[src/rtl/zeroheti_pkg.sv]
// -----------------------------------------------------------------------------
// zeroheti_pkg
//   Shared types and helpers for the zeroHETI bench infrastructure.
//   - obi_arb_cfg_t      : configuration record for the OBI round-robin arbiter
//   - ObiArbCfgDefault   : default arbiter configuration (2 managers, 2 in flight)
//   - id_width()         : width of an index into n entries (at least 1 bit)
//   - IdWidth            : manager-ID width for the default configuration
// -----------------------------------------------------------------------------
package zeroheti_pkg;

    typedef struct packed {
        int unsigned num_mgr;
        int unsigned max_trans;
    } obi_arb_cfg_t;

    localparam obi_arb_cfg_t ObiArbCfgDefault = '{num_mgr: 2, max_trans: 2};

    // A single-entry index still needs one bit to form a legal vector.
    function automatic int unsigned id_width(input int unsigned n);
        return (n > 1) ? $clog2(n) : 1;
    endfunction

    localparam int unsigned IdWidth = (ObiArbCfgDefault.num_mgr > 1)
                                    ? $clog2(ObiArbCfgDefault.num_mgr) : 1;

endpackage

[src/rtl/obi_id_fifo.sv]
// -----------------------------------------------------------------------------
// obi_id_fifo
//   In-order FIFO of manager IDs for granted-but-unanswered OBI transactions.
//   Ports:
//     clk_i, rst_i   clock, synchronous active-high reset
//     push_i/data_i  write one entry (ignored when full and not popping)
//     pop_i          drop the head entry (ignored when empty)
//     data_o         head entry
//     empty_o        no entries held
//     count_o        number of entries held (0..Depth)
// -----------------------------------------------------------------------------
module obi_id_fifo
    import zeroheti_pkg::*;
#(
    parameter int unsigned Depth    = 2,
    parameter int unsigned Width    = 1,
    parameter int unsigned CntWidth = $clog2(Depth + 1)
) (
    input  logic                clk_i,
    input  logic                rst_i,
    input  logic                push_i,
    input  logic [Width-1:0]    data_i,
    input  logic                pop_i,
    output logic [Width-1:0]    data_o,
    output logic                empty_o,
    output logic [CntWidth-1:0] count_o
);

    localparam int unsigned PtrWidth = id_width(Depth);

    logic [Width-1:0]    mem [Depth];
    logic [PtrWidth-1:0] wr_ptr, rd_ptr;
    logic [CntWidth-1:0] count;
    logic                full, do_push, do_pop;

    assign full    = (count == CntWidth'(Depth));
    assign empty_o = (count == '0);
    assign count_o = count;
    assign data_o  = mem[rd_ptr];

    assign do_pop  = pop_i & ~empty_o;
    assign do_push = push_i & (~full | do_pop);

    function automatic logic [PtrWidth-1:0] ptr_inc(input logic [PtrWidth-1:0] p);
        return (p == PtrWidth'(Depth - 1)) ? '0 : p + PtrWidth'(1);
    endfunction

    // NOTE: state registers use non-blocking assignments so every flop samples
    // the pre-edge value of its neighbours, independent of block order.
    always_ff @(posedge clk_i) begin
        if (rst_i) begin
            wr_ptr <= '0;
            rd_ptr <= '0;
            count  <= '0;
        end else begin
            if (do_push) wr_ptr <= ptr_inc(wr_ptr);
            if (do_pop)  rd_ptr <= ptr_inc(rd_ptr);
            case ({do_push, do_pop})
                2'b10:   count <= count + CntWidth'(1);
                2'b01:   count <= count - CntWidth'(1);
                default: count <= count;
            endcase
        end
    end

    // NOTE: the storage array has no reset; count/pointers alone decide which
    // entries are valid, so resetting the payload would only cost flops.
    always_ff @(posedge clk_i) begin
        if (do_push) mem[wr_ptr] <= data_i;
    end

endmodule

[src/rtl/obi_rr_arbiter.sv]
// -----------------------------------------------------------------------------
// obi_rr_arbiter
//   Shares one OBI subordinate between NumMgr OBI managers. Requests are
//   arbitrated round-robin with zero added latency; a request stalled by the
//   subordinate is locked so its fields stay stable. An in-order ID FIFO
//   (obi_id_fifo) returns each response to the manager that issued it.
//
//   Build option:
//     OBI_ARB_FIXED_PRIO_EN  lowest-index requester always wins; no rr pointer.
//
//   Ports:
//     clk_i, rst_i        clock, synchronous active-high reset
//     mgr_req_i/we_i      per-manager request / write enable
//     mgr_be_i/addr_i/wdata_i  packed per-manager fields, manager 0 in LSBs
//     mgr_gnt_o           one-hot grant
//     mgr_rvalid_o        one-hot response valid
//     mgr_rdata_o/err_o   response data / error, broadcast
//     sbr_req_o, sbr_we_o, sbr_be_o, sbr_addr_o, sbr_wdata_o  to subordinate
//     sbr_gnt_i, sbr_rvalid_i, sbr_rdata_i, sbr_err_i         from subordinate
//     unexp_rsp_o         sticky: response seen with nothing outstanding
// -----------------------------------------------------------------------------
module obi_rr_arbiter
    import zeroheti_pkg::*;
#(
    parameter int unsigned NumMgr    = ObiArbCfgDefault.num_mgr,
    parameter int unsigned AddrWidth = 32,
    parameter int unsigned DataWidth = 32,
    parameter int unsigned MaxTrans  = ObiArbCfgDefault.max_trans
) (
    input  logic                            clk_i,
    input  logic                            rst_i,
    input  logic [NumMgr-1:0]               mgr_req_i,
    input  logic [NumMgr-1:0]               mgr_we_i,
    input  logic [NumMgr*(DataWidth/8)-1:0] mgr_be_i,
    input  logic [NumMgr*AddrWidth-1:0]     mgr_addr_i,
    input  logic [NumMgr*DataWidth-1:0]     mgr_wdata_i,
    output logic [NumMgr-1:0]               mgr_gnt_o,
    output logic [NumMgr-1:0]               mgr_rvalid_o,
    output logic [DataWidth-1:0]            mgr_rdata_o,
    output logic                            mgr_err_o,
    output logic                            sbr_req_o,
    output logic                            sbr_we_o,
    output logic [DataWidth/8-1:0]          sbr_be_o,
    output logic [AddrWidth-1:0]            sbr_addr_o,
    output logic [DataWidth-1:0]            sbr_wdata_o,
    input  logic                            sbr_gnt_i,
    input  logic                            sbr_rvalid_i,
    input  logic [DataWidth-1:0]            sbr_rdata_i,
    input  logic                            sbr_err_i,
    output logic                            unexp_rsp_o
);

    localparam int unsigned IdW  = id_width(NumMgr);
    localparam int unsigned CntW = $clog2(MaxTrans + 1);
    localparam int unsigned BeW  = DataWidth / 8;

    // Unpacked views of the packed manager buses.
    logic [BeW-1:0]       be_arr    [NumMgr];
    logic [AddrWidth-1:0] addr_arr  [NumMgr];
    logic [DataWidth-1:0] wdata_arr [NumMgr];

    for (genvar g = 0; g < NumMgr; g++) begin : g_unpack
        assign be_arr[g]    = mgr_be_i[g*BeW +: BeW];
        assign addr_arr[g]  = mgr_addr_i[g*AddrWidth +: AddrWidth];
        assign wdata_arr[g] = mgr_wdata_i[g*DataWidth +: DataWidth];
    end

    logic [IdW-1:0]  sel, locked_idx, head;
    logic            lock_q, any_req, full, handshake, id_empty;
    logic [CntW-1:0] id_count;

    assign any_req   = |mgr_req_i;
    assign full      = (id_count == CntW'(MaxTrans));
    assign sbr_req_o = any_req & ~full;
    assign handshake = sbr_req_o & sbr_gnt_i;

`ifdef OBI_ARB_FIXED_PRIO_EN
    // NOTE: every signal written in always_comb gets a default first, so no
    // path leaves it unassigned and no latch is inferred.
    always_comb begin
        logic found;
        sel   = '0;
        found = 1'b0;
        for (int i = 0; i < NumMgr; i++) begin
            if (!found && mgr_req_i[i]) begin
                sel   = IdW'(i);
                found = 1'b1;
            end
        end
        if (lock_q) sel = locked_idx;
    end
`else
    logic [IdW-1:0] rr_ptr;

    // NOTE: every signal written in always_comb gets a default first, so no
    // path leaves it unassigned and no latch is inferred.
    always_comb begin
        logic        found;
        int unsigned cand;
        sel   = '0;
        found = 1'b0;
        cand  = 0;
        // Scan starting at the pointer; wrap by a single subtraction.
        for (int unsigned k = 0; k < NumMgr; k++) begin
            cand = 32'(rr_ptr) + k;
            if (cand >= NumMgr) cand = cand - NumMgr;
            if (!found && mgr_req_i[IdW'(cand)]) begin
                sel   = IdW'(cand);
                found = 1'b1;
            end
        end
        if (lock_q) sel = locked_idx;
    end

    always_ff @(posedge clk_i) begin
        if (rst_i) begin
            rr_ptr <= '0;
        end else if (handshake) begin
            rr_ptr <= (sel == IdW'(NumMgr - 1)) ? '0 : sel + IdW'(1);
        end
    end
`endif

    // Fields read as zero when nobody is asking.
    assign sbr_we_o    = any_req ? mgr_we_i[sel]  : 1'b0;
    assign sbr_be_o    = any_req ? be_arr[sel]    : '0;
    assign sbr_addr_o  = any_req ? addr_arr[sel]  : '0;
    assign sbr_wdata_o = any_req ? wdata_arr[sel] : '0;

    always_comb begin
        mgr_gnt_o = '0;
        if (handshake) mgr_gnt_o[sel] = 1'b1;
    end

    always_comb begin
        mgr_rvalid_o = '0;
        if (sbr_rvalid_i && !id_empty) mgr_rvalid_o[head] = 1'b1;
    end

    assign mgr_rdata_o = sbr_rdata_i;
    assign mgr_err_o   = sbr_err_i;

    // A stalled request pins the selection until the subordinate takes it.
    // sbr_req_o is already low when full, so no lock forms in that state.
    always_ff @(posedge clk_i) begin
        if (rst_i) begin
            lock_q      <= 1'b0;
            locked_idx  <= '0;
            unexp_rsp_o <= 1'b0;
        end else begin
            if (handshake) begin
                lock_q <= 1'b0;
            end else if (sbr_req_o) begin
                lock_q     <= 1'b1;
                locked_idx <= sel;
            end
            if (sbr_rvalid_i && id_empty) unexp_rsp_o <= 1'b1;
        end
    end

    // The subordinate answers no earlier than the cycle after a grant, so a
    // same-cycle pop always removes the older head, never the entry pushed now.
    obi_id_fifo #(
        .Depth    (MaxTrans),
        .Width    (IdW),
        .CntWidth (CntW)
    ) u_id_fifo (
        .clk_i   (clk_i),
        .rst_i   (rst_i),
        .push_i  (handshake),
        .data_i  (sel),
        .pop_i   (sbr_rvalid_i),
        .data_o  (head),
        .empty_o (id_empty),
        .count_o (id_count)
    );

endmodule
[config.mk]
export PLATFORM = sky130hd
export DESIGN_NAME = obi_rr_arbiter
export DESIGN_NICKNAME = d
export VERILOG_FILES = /design/src/rtl/zeroheti_pkg.sv /design/src/rtl/obi_id_fifo.sv /design/src/rtl/obi_rr_arbiter.sv
export SDC_FILE = /design/constraint.sdc
export NUM_CORES = 1
export LEC_CHECK = 0
export BUFFER_PORTS_ARGS = -buffer_cell sky130_fd_sc_hd__buf_2
export CAP_MARGIN = 0
export CORE_AREA = 2 2 112 114
export CTS_CLUSTER_DIAMETER = 150
export DETAILED_ROUTE_END_ITERATION = 6
export DIE_AREA = 0 0 114 116
export PLACE_DENSITY = 0.63
export SLEW_MARGIN = 40
export SYNTH_ARGS = -nofsm -noshare
export SYNTH_HDL_FRONTEND = slang
export SYNTH_HIERARCHICAL = 1
export SYNTH_SLANG_ARGS = --single-unit
[constraint.sdc]
create_clock -name clk_i -period 1.8 [get_ports clk_i]
set_clock_uncertainty 0.1 [all_clocks]
set_input_delay 0.09 -clock clk_i [delete_from_list [all_inputs] [get_ports clk_i]]
set_output_delay 0.09 -clock clk_i [all_outputs]
set_load 0.005 [all_outputs]
* After elaboration in Yosys (flattened, before gate mapping)
Memories as Yosys holds them, arrays and structs flattened. A register that Yosys moved wholly into a read port is not among the register bits.
Index checks and enable logic that the tools add are counted.
** Word-level totals
- Flip-flop bits (word level) :: 8
- RAM bits :: 2
- Logic and storage cells :: 88
- Memories :: 1
** Memory list
- u_id_fifo.mem :: depth 2, width 1, read ports 1, clocked after Yosys merged registers in 1, wr ports 1, line obi_id_fifo.sv:31 : logic [Width-1:0] mem [Depth];
** Cells by class
- Add/sub/neg operators :: 8
- Magnitude comparators :: 9
- Equal/unequal tests :: 3
- Muxes and demuxes :: 39
- Bitwise operators :: 9
- Reductions and logical operators :: 12
** Operators with widths (count)
- 32-bit 2-to-1 mux :: 8
- 1-bit 2-to-1 mux :: 22
- 4-bit 2-to-1 mux :: 4
- 1-bit by 2-bit less-than comparator with 1-bit output (second input constant) :: 4
- 1-bit logical AND :: 5
- 1-bit bitwise AND :: 4
- 2-bit equality test (second input constant) :: 2
- 2-bit greater-or-equal comparator (second input constant) :: 2
- 2-bit 2-to-1 mux :: 2
- 2-bit one-hot mux with 2 select lines :: 1
- 2-bit OR reduction :: 2
- 1-bit adder (second input constant) :: 3
- 1-bit NOT :: 3
- 1-bit by 1-bit adder with 2-bit output (second input constant) :: 1
- 2-bit by 1-bit adder with 2-bit output (second input constant) :: 1
- 1-bit demux with 1-bit select :: 2
- 2-bit by 1-bit equality test with 1-bit output (second input constant) :: 1
- 1-bit greater-or-equal comparator (second input constant) :: 2
- 1-bit by 2-bit greater-or-equal comparator with 1-bit output (second input constant) :: 1
- 1-bit logical NOT :: 2
- 2-bit logical NOT :: 1
- 1-bit NOT with 2-bit output :: 1
- 2-bit AND reduction :: 1
- 2-bit nonzero test :: 1
- other kinds (3) :: 4

* Longest topological paths before layout
- Word-level depth :: 14
- Mapped depth :: 8
- Gate-level depth less buffers :: 6

* Hierarchy
The synthesis kept the hierarchy.
** By module, submodules not included
- obi_rr_arbiter :: times used 1, cells each 295, area each 1945.6 µm², sequential area each 80.1 µm²
- obi_id_fifo :: times used 1, cells each 33, area each 335.3 µm², sequential area each 160.2 µm²

* Least setup slack after synthesis
Ideal clock, no wire load.
- Path type :: reg2reg
- Start :: reg u_id_fifo.count[0], in the netlist u_id_fifo/count_o[0]
- End :: reg u_id_fifo.count[1], in the netlist u_id_fifo/count_o[1]
- Library setup time :: 0.116 ns
- Arrival time :: 1.316 ns
- Setup slack :: 0.268 ns
- Cell stages (with the launch flop) :: 7
- Period minus slack after synthesis :: 1.532 ns
- Cells stage by stage :: dfxtp_1 nand2b_1 nand3_4 inv_2 nor2b_1 mux2i_1 nor3_1
** Between the ends
- Word-level cells in the longest chain between the ends :: 7
- Elaborated cells between the ends (all ways) :: 15
** Ends and longest elaborated chain
- from (decl) :: line obi_id_fifo.sv:33 : logic [CntWidth-1:0] count;
- from (signal assigned) :: line obi_id_fifo.sv:59 : 2'b10: count <= count + CntWidth'(1);
- from (signal assigned) :: line obi_id_fifo.sv:60 : 2'b01: count <= count - CntWidth'(1);
- from (signal assigned) :: line obi_id_fifo.sv:61 : default: count <= count;
- 2-bit equality test (*) :: line obi_rr_arbiter.sv:73 : assign full = (id_count == CntW'(MaxTrans));
- 1-bit NOT (*) :: line obi_rr_arbiter.sv:74 : assign sbr_req_o = any_req & ~full;
- 1-bit bitwise AND (*) :: line obi_rr_arbiter.sv:74
- 1-bit bitwise AND (*) :: line obi_rr_arbiter.sv:75 : assign handshake = sbr_req_o & sbr_gnt_i;
- named net handshake :: line obi_rr_arbiter.sv:69 : logic lock_q, any_req, full, handshake, id_empty;
- 1-bit bitwise AND (*) :: line obi_id_fifo.sv:42 : assign do_push = push_i & (~full | do_pop);
- 2-bit by 1-bit equality test with 1-bit output / 2-bit equality test (equally long branches) :: line obi_id_fifo.sv:58 : case ({do_push, do_pop})
- 2-bit one-hot mux with 2 select lines / 2-bit nonzero test (equally long branches)
The timed path passes the listed nets; every way through them passes the cells marked *.
A chain may end at the register's enable or synchronous reset.

* Final worst setup path
- Start :: reg lock_q
- End :: out sbr_addr_o[13]
** Between the ends
- Word-level cells in the longest chain between the ends :: 6
** Ends and longest elaborated chain
- from (decl) :: line obi_rr_arbiter.sv:69
- from (signal assigned) :: line obi_rr_arbiter.sv:147 : lock_q <= 1'b0;
- from (signal assigned) :: line obi_rr_arbiter.sv:152 : lock_q <= 1'b0;
- from (signal assigned) :: line obi_rr_arbiter.sv:154 : lock_q <= 1'b1;
- 1-bit 2-to-1 mux :: line obi_rr_arbiter.sv:112 : if (lock_q) sel = locked_idx;
- 1-bit NOT with 2-bit output (implied by the code) :: line obi_rr_arbiter.sv:127 : assign sbr_addr_o = any_req ? addr_arr[sel] : '0;
- 32-bit 2-to-1 mux (implied by the code) (3 in a row) :: line obi_rr_arbiter.sv:127
- 32-bit 2-to-1 mux :: line obi_rr_arbiter.sv:127
- to (decl) :: line obi_rr_arbiter.sv:44 : output logic [AddrWidth-1:0] sbr_addr_o,
Every way passes these cells. The select of a mux whose other input is x is not followed.

==> flow_summary.ini <==
[worst_hold_path]
hold_path.startpoint = rst_i
worstHoldPathType = in2reg
min_path_cells = 2
min_to = unexp_rsp_o$_SDFFE_PP0P_

[drt]
drtPass1Iterations = 4
wl_um = 7000
drtIter0Drc = 55
drc = 0
vias_per_cell = 4.04
wl_per_cell_um = 10.8
ant_nets = 0
dr_total_vias = 2610

[clock_tree]
post_cts_buffers = 0
h-tree-depth = 1
tritoncts = done
numCtsBuffers = 3
clockBufferDepth = 2
clkTransAtPathRegs_ns = 0.04
clkSinkCount = 11
cts_root_buf = clkbuf_16
clk_latency_ns = 0.24
hold_buffers = 0

[global_routing]
grt_max_degree = 72
antenna_found_initial = 0
track_usage_pct = 8.93
grt_pass1_wl_um = 9730
grt_pass1_vias = 2221
grt_overflow_total = 0

[pwr]
p_leak_nw = 2.23
power_density_mw_per_mm2 = 470
vdd_ir_drop_max_v = 0.000235

[floorplan]
dieArea_mm2 = 0.0132
core_mm2 = 0.0119
io_pins = 285
dieWidth_um = 114
die_y_um = 116
start_util_pct = 19.1
row_count = 40

[yosys]
yosys.area_share.xor_xnor_pct = 0.768
synth_edf_count = 2
synth_top_family_by_area = multiplexers
yosysWarnings = 6
synth.net_count = 505
synth-seq-cells = 11
ys_types = 31
muxShareOfSynthArea_pct = 31.9
synth_most_common_cell = nand2_1
ys_seq_area_share_pct = 10.5
synth_adder_area_share_pct = 0
synth_top_cell_by_area = mux2i_1
synth_area_leaders = mux2i_1 (31%), nand2_1 (23%), buf_4 (12%)
async_flop_share_pct = 0
synth_area_mm2 = 0.00228
synthTopCellsByCount = nand2_1 (140), mux2i_1 (70), buf_4 (35)
synth_top_area_share_pct = 30.7
syn_inst = 328
avgSynthCellArea_um2 = 6.95
synth_compound_area_share_pct = 4.66
synth-simple-area-share_pct = 29.3
ys.flop_type = dfxtp_1

[place]
routabilityCongestion = 0.733
io_buffers = 218
place_ws_ns = 0.238
dpl.hpwl_um = 5440

[worst_setup_path]
reg2reg_from = u_id_fifo/count_o[1]$_SDFFE_PP0P_
ff2ff_path_depth = 6
worstPathRequired_ns = 1.61
ff2ff_setup_slack_ns = 0.33
path_max_fanout = 21
startpoint_type = register
worstSetupEndpointType = output pin
crit_type = reg2out
cp.arrival_ns = 1.54
r2r_end = u_id_fifo/count_o[1]$_SDFFE_PP0P_

[timing]
setup_slack_ns = 0.0711
hold_viol = 0
tightest_slew_ns = 0.298
setup-violations-final = 0
fin_crit_sh_pct = 96.0
slew_viol_final = 0
fmax_mhz = 578
slew_headroom_pct = 79.8
rsz0062_at_grt = yes
finalCriticalPeriod_ns = 1.73

[layout]
syn2layout_area_growth_pct = 44.7
post-route-util_pct = 27.7
nets = 677
antenna-diode-count = 0
layout-drive-gt1-share_pct = 49.1

[run_status]
status = finished clean

[flow_run]
drv_cap = 0
-- kinds of logic (layout without fill, tap and decap cells) --
group,after synthesis,in the layout
XOR/XNOR,2,2
AND/OR/NAND/NOR,165,165
flip-flops,11,11
buffers and inverters,65,236
multiplexers,72,72
AO/OA/AOI/OAI,13,13
-- worst max path at each step --
stage | start | endpoint
3_3_place_gp | rr_ptr$_SDFFE_PP0P_ | sbr_addr_o[13]
4_1_cts | rr_ptr$_SDFFE_PP0P_ | sbr_wdata_o[0]
2_1_floorplan | u_id_fifo/count_o[0]$_SDFFE_PP0P_ | u_id_fifo/count_o[1]$_SDFFE_PP0P_
5_1_grt | rr_ptr$_SDFFE_PP0P_ | sbr_be_o[3]
6_report | lock_q$_SDFFE_PP0P_ | sbr_addr_o[13]
3_5_place_dp | rr_ptr$_SDFFE_PP0P_ | sbr_addr_o[13]
-- cell type report --
class / instances / area, um2
Tap cell: 147 / 184
Fill cell: 1329 / 8610
Sequential cell: 11 / 243
Clock buffer: 4 / 78.8
Inverter: 7 / 28.8
Multi-Input combinational cell: 252 / 1540
Timing Repair Buffer: 225 / 1220
-- flip-flops by register name, indices dropped and copies added (netlist names), named ones only --
name / flops
u_id_fifo/count_o: 2
u_id_fifo/mem: 2
lock_q: 1
rr_ptr: 1
unexp_rsp_o: 1
u_id_fifo/rd_ptr: 1
u_id_fifo/wr_ptr: 1
locked_idx: 1
-- stage by stage --
step           hold WS [ns]  power, W  TNS (ns)  instance area [um2]  cells
3_3_place_gp         0.0800   0.00113         0                 3170    641
3_5_place_dp         0.0800   0.00113         0                 3170    641
4_1_cts              0.0800   0.00157         0                 3290    646
2_1_floorplan        0.0597  0.000837         0                 2280    328
6_report             0.0772   0.00155         0                 3300    646
5_1_grt              0.0800   0.00166   -0.0193                 3300    646
-- cells in the final DEF (no fill, tap or decap), types with 2 or more instances in the layout --
cell type	count
nand2_1	140
dfxtp_2	2
edfxtp_1	2
nor2b_1	2
buf_12	3
inv_1	4
inv_2	2
buf_16	2
dfxtp_1	7
clkbuf_16	3
nor2_1	12
xor2_1	2
buf_2	218
nand2b_1	2
buf_4	2
a21oi_1	5
mux2i_1	69
-- worst max-delay path: stages, from the launching register on --
cell	delay [ns]
dfxtp_2	0.33
nand2b_4	0.12
o21a_4	0.20
buf_16	0.21
mux2i_2	0.28
buf_2	0.16
-- report_power, final --
part,total (W),internal (W),switching [W],leakage [nW]
logic,0.000863,0.000460,0.000402,2.09
clock network,0.000404,0.000297,0.000107,0.0382
registers,0.000284,0.000274,0.00000989,0.0939
total,0.00155,0.00103,0.000519,2.23
-- timing repair --
item                       in CTS  in global routing
cloned                          1                  0
resized for setup               1                  6
pin swaps                       0                  1
setup endpoints to repair       1                 23
-- metal layers --
layer  up-vias  global-route usage, %  part of all wire, %
li1       1370                      -                    -
met4         0                   3.17                  1.5
met2       126                   17.0                   49
met5         -                      0                    0
met1      1106                   10.3                   42
met3         8                  0.994                  8.0
No activity file was read; power rests on OpenSTA's default activity.
